### config.mk
export PLATFORM = sky130hd
export DESIGN_NAME = prog_loader
export DESIGN_NICKNAME = d
export VERILOG_FILES = /design/src/rtl/prog_loader.sv
export SDC_FILE = /design/constraint.sdc
export NUM_CORES = 1
export LEC_CHECK = 0
export ABC_AREA = 0
export CAP_MARGIN = 10
export CORE_MARGIN = 4
export CORE_UTILIZATION = 56
export DETAILED_ROUTE_END_ITERATION = 10
export GPL_TIMING_DRIVEN = 0
export PLACE_DENSITY = 0.78
export SETUP_SLACK_MARGIN = 0.15
export SYNTH_ARGS = -nofsm -noshare
export SYNTH_HDL_FRONTEND = slang
export SYNTH_SLANG_ARGS = --single-unit
### constraint.sdc
create_clock -name clk -period 6.6 [get_ports clk]
set_input_delay 1.32 -clock clk [delete_from_list [all_inputs] [get_ports clk]]
set_output_delay 1.32 -clock clk [all_outputs]
set_load 0.1 [all_outputs]
### src/rtl/prog_loader.sv
// Program-memory loader: turns a framed UART byte stream into 14-bit words written from address 0.
// Write lands one cycle after its W_LO byte; no backpressure, bytes are consumed only on rx_valid.
module prog_loader #(
  parameter int         ADDR_W        = 11,
  parameter logic [7:0] SYNC_BYTE     = 8'hA5,
  parameter int         TIMEOUT       = 1000000,
  parameter bit         HOLD_AT_RESET = 1'b1
) (
  input  logic              clk,
  input  logic              rst,
  input  logic [7:0]        rx_data,
  input  logic              rx_valid,
  output logic              pm_we,
  output logic [ADDR_W-1:0] pm_addr,
  output logic [13:0]       pm_wdata,
  output logic              cpu_hold,
  output logic              busy,
  output logic              done,
  output logic              err,
  output logic [1:0]        err_code
);

  localparam int TMO_W = $clog2(TIMEOUT + 1);
  localparam int IDX_W = (ADDR_W + 1 > 12) ? ADDR_W + 1 : 12;

  localparam logic [1:0] E_FMT = 2'd1;
  localparam logic [1:0] E_TMO = 2'd2;
  localparam logic [1:0] E_CHK = 2'd3;

  typedef enum logic [2:0] {S_IDLE, S_CNT_HI, S_CNT_LO, S_W_HI, S_W_LO, S_CHK} state_t;

  state_t             r_state;
  logic [7:0]         r_sum;
  logic [3:0]         r_cnt_hi;
  logic [IDX_W-1:0]   r_n;
  logic [IDX_W-1:0]   r_idx;
  logic [5:0]         r_w_hi;
  logic [TMO_W-1:0]   r_tmo;
  logic               r_we;
  logic [ADDR_W-1:0]  r_addr;
  logic [13:0]        r_wdata;
  logic               r_hold;
  logic               r_busy;
  logic               r_done;
  logic               r_err;
  logic [1:0]         r_code;

  logic [7:0]         w_sum;
  logic [IDX_W-1:0]   w_n;
  logic [IDX_W-1:0]   w_idx_nx;
  logic               w_tmo_exp;
  logic               w_n_bad;

  assign w_sum     = r_sum + rx_data;
  assign w_n       = IDX_W'({r_cnt_hi, rx_data});
  assign w_idx_nx  = r_idx + IDX_W'(1);
  assign w_tmo_exp = (r_tmo == TMO_W'(TIMEOUT - 1));
  assign w_n_bad   = (w_n == '0) || (w_n > IDX_W'(2 ** ADDR_W));

  always_ff @(posedge clk) begin
    if (rst) begin
      r_state  <= S_IDLE;
      r_sum    <= '0;
      r_cnt_hi <= '0;
      r_n      <= '0;
      r_idx    <= '0;
      r_w_hi   <= '0;
      r_tmo    <= '0;
      r_we     <= 1'b0;
      r_addr   <= '0;
      r_wdata  <= '0;
      r_hold   <= HOLD_AT_RESET;
      r_busy   <= 1'b0;
      r_done   <= 1'b0;
      r_err    <= 1'b0;
      r_code   <= '0;
    end else begin
      r_we   <= 1'b0;
      r_done <= 1'b0;
      r_err  <= 1'b0;

      // Inter-byte watchdog only runs inside a frame; any byte restarts it.
      if (r_state != S_IDLE && !rx_valid) r_tmo <= r_tmo + 1'b1;
      else                                r_tmo <= '0;

      if (rx_valid) begin
        if (r_state != S_IDLE) r_sum <= w_sum;
        case (r_state)
          S_IDLE: begin
            if (rx_data == SYNC_BYTE) begin
              r_state <= S_CNT_HI;
              r_busy  <= 1'b1;
              r_sum   <= '0;
              r_idx   <= '0;
              r_code  <= '0;
              r_hold  <= 1'b1;
            end
          end
          S_CNT_HI: begin
            if (rx_data[7:4] != 4'h0) begin
              r_state <= S_IDLE; r_busy <= 1'b0; r_err <= 1'b1; r_code <= E_FMT;
            end else begin
              r_cnt_hi <= rx_data[3:0];
              r_state  <= S_CNT_LO;
            end
          end
          S_CNT_LO: begin
            if (w_n_bad) begin
              r_state <= S_IDLE; r_busy <= 1'b0; r_err <= 1'b1; r_code <= E_FMT;
            end else begin
              r_n     <= w_n;
              r_state <= S_W_HI;
            end
          end
          S_W_HI: begin
            if (rx_data[7:6] != 2'b00) begin
              r_state <= S_IDLE; r_busy <= 1'b0; r_err <= 1'b1; r_code <= E_FMT;
            end else begin
              r_w_hi  <= rx_data[5:0];
              r_state <= S_W_LO;
            end
          end
          S_W_LO: begin
            r_we    <= 1'b1;
            r_addr  <= r_idx[ADDR_W-1:0];
            r_wdata <= {r_w_hi, rx_data};
            r_idx   <= w_idx_nx;
            r_state <= (w_idx_nx == r_n) ? S_CHK : S_W_HI;
          end
          S_CHK: begin
            r_state <= S_IDLE;
            r_busy  <= 1'b0;
            if (w_sum == 8'h00) begin
              r_done <= 1'b1;
              r_hold <= 1'b0;
            end else begin
              r_err  <= 1'b1;
              r_code <= E_CHK;
            end
          end
          default: begin
            r_state <= S_IDLE;
            r_busy  <= 1'b0;
          end
        endcase
      end else if (r_state != S_IDLE && w_tmo_exp) begin
        r_state <= S_IDLE; r_busy <= 1'b0; r_err <= 1'b1; r_code <= E_TMO;
      end
    end
  end

  assign pm_we    = r_we;
  assign pm_addr  = r_addr;
  assign pm_wdata = r_wdata;
  assign cpu_hold = r_hold;
  assign busy     = r_busy;
  assign done     = r_done;
  assign err      = r_err;
  assign err_code = r_code;

endmodule

==> out/metrics.yaml <==
sta:
  tightest_slew_ps: 978
  max_freq_ghz: 0.242
  slew_headroom: 0.346
  finalSetupTns_ps: 0
  drv_slew: 0
  min_period_over_period: 0.625
  finalClockSkew_ps: 13.9
  rsz0062_at_grt: "no"
  setup_viol: 0
  final.min_clock_period_ps: 4130
  finalHoldViolCount: 0
synth:
  synth_cell_types: 53
  synth_flop_cell: "dfxtp_1"
  synth_top_area_frac: 0.421
  avgSynthCellArea_um2: 8.35
  synth-seq-area-share: 0.421
  synth.area.top_cells: "dfxtp_1 42%, nor2_1 6.3%, nand2_1 6.1%"
  netlist_area_um2: 4620
  synth_warnings: 0
  syn_nets: 574
  yosysTopAreaCell: "dfxtp_1"
  ys_seq_elements: 97
  synthCells: 553
  async_reset_ff_frac: 0
  synth-edff-count: 0
setup_path:
  cp_max_fo: 7
  ff2ff_path_depth: 8
  critPathCaptureType: "register"
  crit_chain: "clkdlybuf4s50_1 > ha_1 > fa_1 > a211oi_2 > nor2_1 > xor2_1 > or4_4 > or4_1 > o2111a_1"
  max_stage_delay_ps: 580
  crit_family: "simple AND/OR/NAND/NOR gates"
  critPathSlowestCell: "clkdlybuf4s50_1"
  crit_required_ps: 6860
  crit_buf_inv: 1
  criticalPathCategory: "input pin to register"
  cp_num_cells: 9
  worstPathArrival_ps: 4390
  cp-start-kind: "input pin"
routing:
  drc_errors: 0
  wirelength_um: 11300
  dr_total_vias: 4134
  dr.pass1.iters: 5
  drtIter0Drc: 309
  ant_nets: 0
  routedWlPerCell_um: 15.9
  avgViaCountPerCell: 5.80
placed_design:
  placed_cells: 697
  port_buffers: 42
  hpwlAfterDp_um: 8210
  gp_congestion: 0.898
status:
  outcome: "finished clean"
power_and_ir_drop:
  power_density_nw_per_um2: 186
  p_leak_nw: 1.85
  vdd_drop_max_mv: 0.122
grt:
  grt_max_degree: 19
  grt_pass1_vias: 3997
  grt_util_all_layers: 0.237
  grt_pass1_wl_um: 19100
  grt_overflow: 0
  antenna_found_initial: 0
layout:
  drive_gt1_frac: 0.0458
  layout.cells.non_filler: 713
  area_growth_pct: 15.9
  n_antenna_cell: 0
  final_nets: 627
die:
  core.rowCount: 32
  dieArea_um2: 9760
  die_x_um: 98.8
  coreArea_um2: 7890
  ios: 43
  die-height_um: 98.8
  initial_core_util: 0.585
worst_hold_path:
  hold_class: "register to register"
  hold-path-cell-count: 2
clock_tree:
  cts_resized: 0
  cts_tree: "done"
  cts.clk_slew.worst_paths_ps: 90
  h-tree-depth: 3
  postCtsSetupRepairBufs: 0
  cts_buffers: 9
  cts.sinks: 97
  cts_root_buffer: "clkbuf_8"
  ctsHoldBuffers: 0
  clk-insertion-delay-late_ps: 380
  cts_buffer_depth: 2
job:
  max-cap-violations: 0
==> worst paths after layout <==
kind / startpoint / endpoint / slack, ps
max: rx_data[0] / err_code[1] / 2470
min: err_code[0] / err_code[0] / 460
min reg2reg: err_code[0] / err_code[0] / 460
max reg2reg: r_sum[0] / err_code[1] / 3810
==> cells in the final DEF (no fill, tap or decap), drive strengths merged, types with 6 or more instances in the layout <==
cell type,n
inv,11
a22oi,9
dfxtp,97
clkbuf,30
nor4,12
nand4,7
ha,9
a21oi,43
o21ai,16
and3,8
nand3,16
nor3,7
or3,6
nand2b,9
nand2,75
buf,8
nor2,78
clkdlybuf4s50,42
xnor2,19
xor2,20
mux2i,25
==> logic make-up (layout without fill, tap and decap cells) <==
kind of cell / Yosys count / in the layout / share of synthesized area
adder cells (fa/ha/maj): 10 / 10 / 0.0287
AO/OA/AOI/OAI: 106 / 106 / 0.147
flip-flops: 97 / 97 / 0.421
buffers and inverters: 37 / 95 / 0.0317
multiplexers: 25 / 25 / 0.0550
XOR/XNOR: 39 / 39 / 0.0740
AND/OR/NAND/NOR: 239 / 239 / 0.242
==> cell type report <==
class / count / area, µm²
buffer: 29 / 116
multi-input combinational: 419 / 2530
clock inverter: 7 / 61.3
fill: 658 / 2540
clock buffer: 9 / 124
sequential: 97 / 1940
inverter: 8 / 30.0
tap: 102 / 128
timing repair buffer: 42 / 420
==> tightest hold or removal path, cell delays in order (launching register included) <==
cell and delay [ps]:
dfxtp_1 320, inv_1 50, a31oi_1 60
==> per-layer routing <==
layer,GRT usage,part of all wire
met1,0.313,0.46
met2,0.397,0.48
met3,0.0361,0.050
met4,0.0756,0.016
met5,0,0
==> state kept, by name, indices dropped and copies added, names as in the netlist <==
signal / count
pm_wdata: 14
err: 1
done: 1
r_w_hi: 6
cpu_hold: 1
busy: 1
err_code: 2
r_state: 3
r_sum: 8
r_tmo: 20
r_cnt_hi: 4
r_idx: 12
pm_addr: 11
pm_we: 1
r_n: 12
==> Yosys cell counts, drive strengths merged, types with 3 or more instances <==
cell / n
a211oi: 5
a21o: 3
a21oi: 43
a22oi: 9
a31oi: 5
and3: 8
buf: 8
clkbuf: 21
dfxtp: 97
ha: 9
inv: 8
mux2i: 25
nand2: 75
nand2b: 9
nand3: 16
nand3b: 5
nand4: 7
nor2: 78
nor2b: 4
nor3: 7
nor4: 12
o21a: 3
o21ai: 16
o31ai: 3
or3: 6
xnor2: 19
xor2: 20
==> where the power goes <==
group          leakage [nW]  total (mW)  internal, mW  switching (mW)
logic                 0.980      0.0378        0.0126          0.0252
registers             0.781       0.585         0.585        0.000138
clock network        0.0936       0.374         0.144           0.230
==> through the flow <==
stage          utilization  worst slack, ps  area [µm²]  hold slack, ps  power (mW)
2_1_floorplan            -             2910        4620             418       0.617
3_3_place_gp         0.655             2130        5160             428       0.635
3_5_place_dp         0.655             2100        5160             446       0.636
4_1_cts              0.678             2490        5350             461        1.00
5_1_grt              0.678             2370        5350             481        1.03
6_report             0.678             2470        5350             459       0.997
Note: power is estimated with default switching activity, not from simulation.
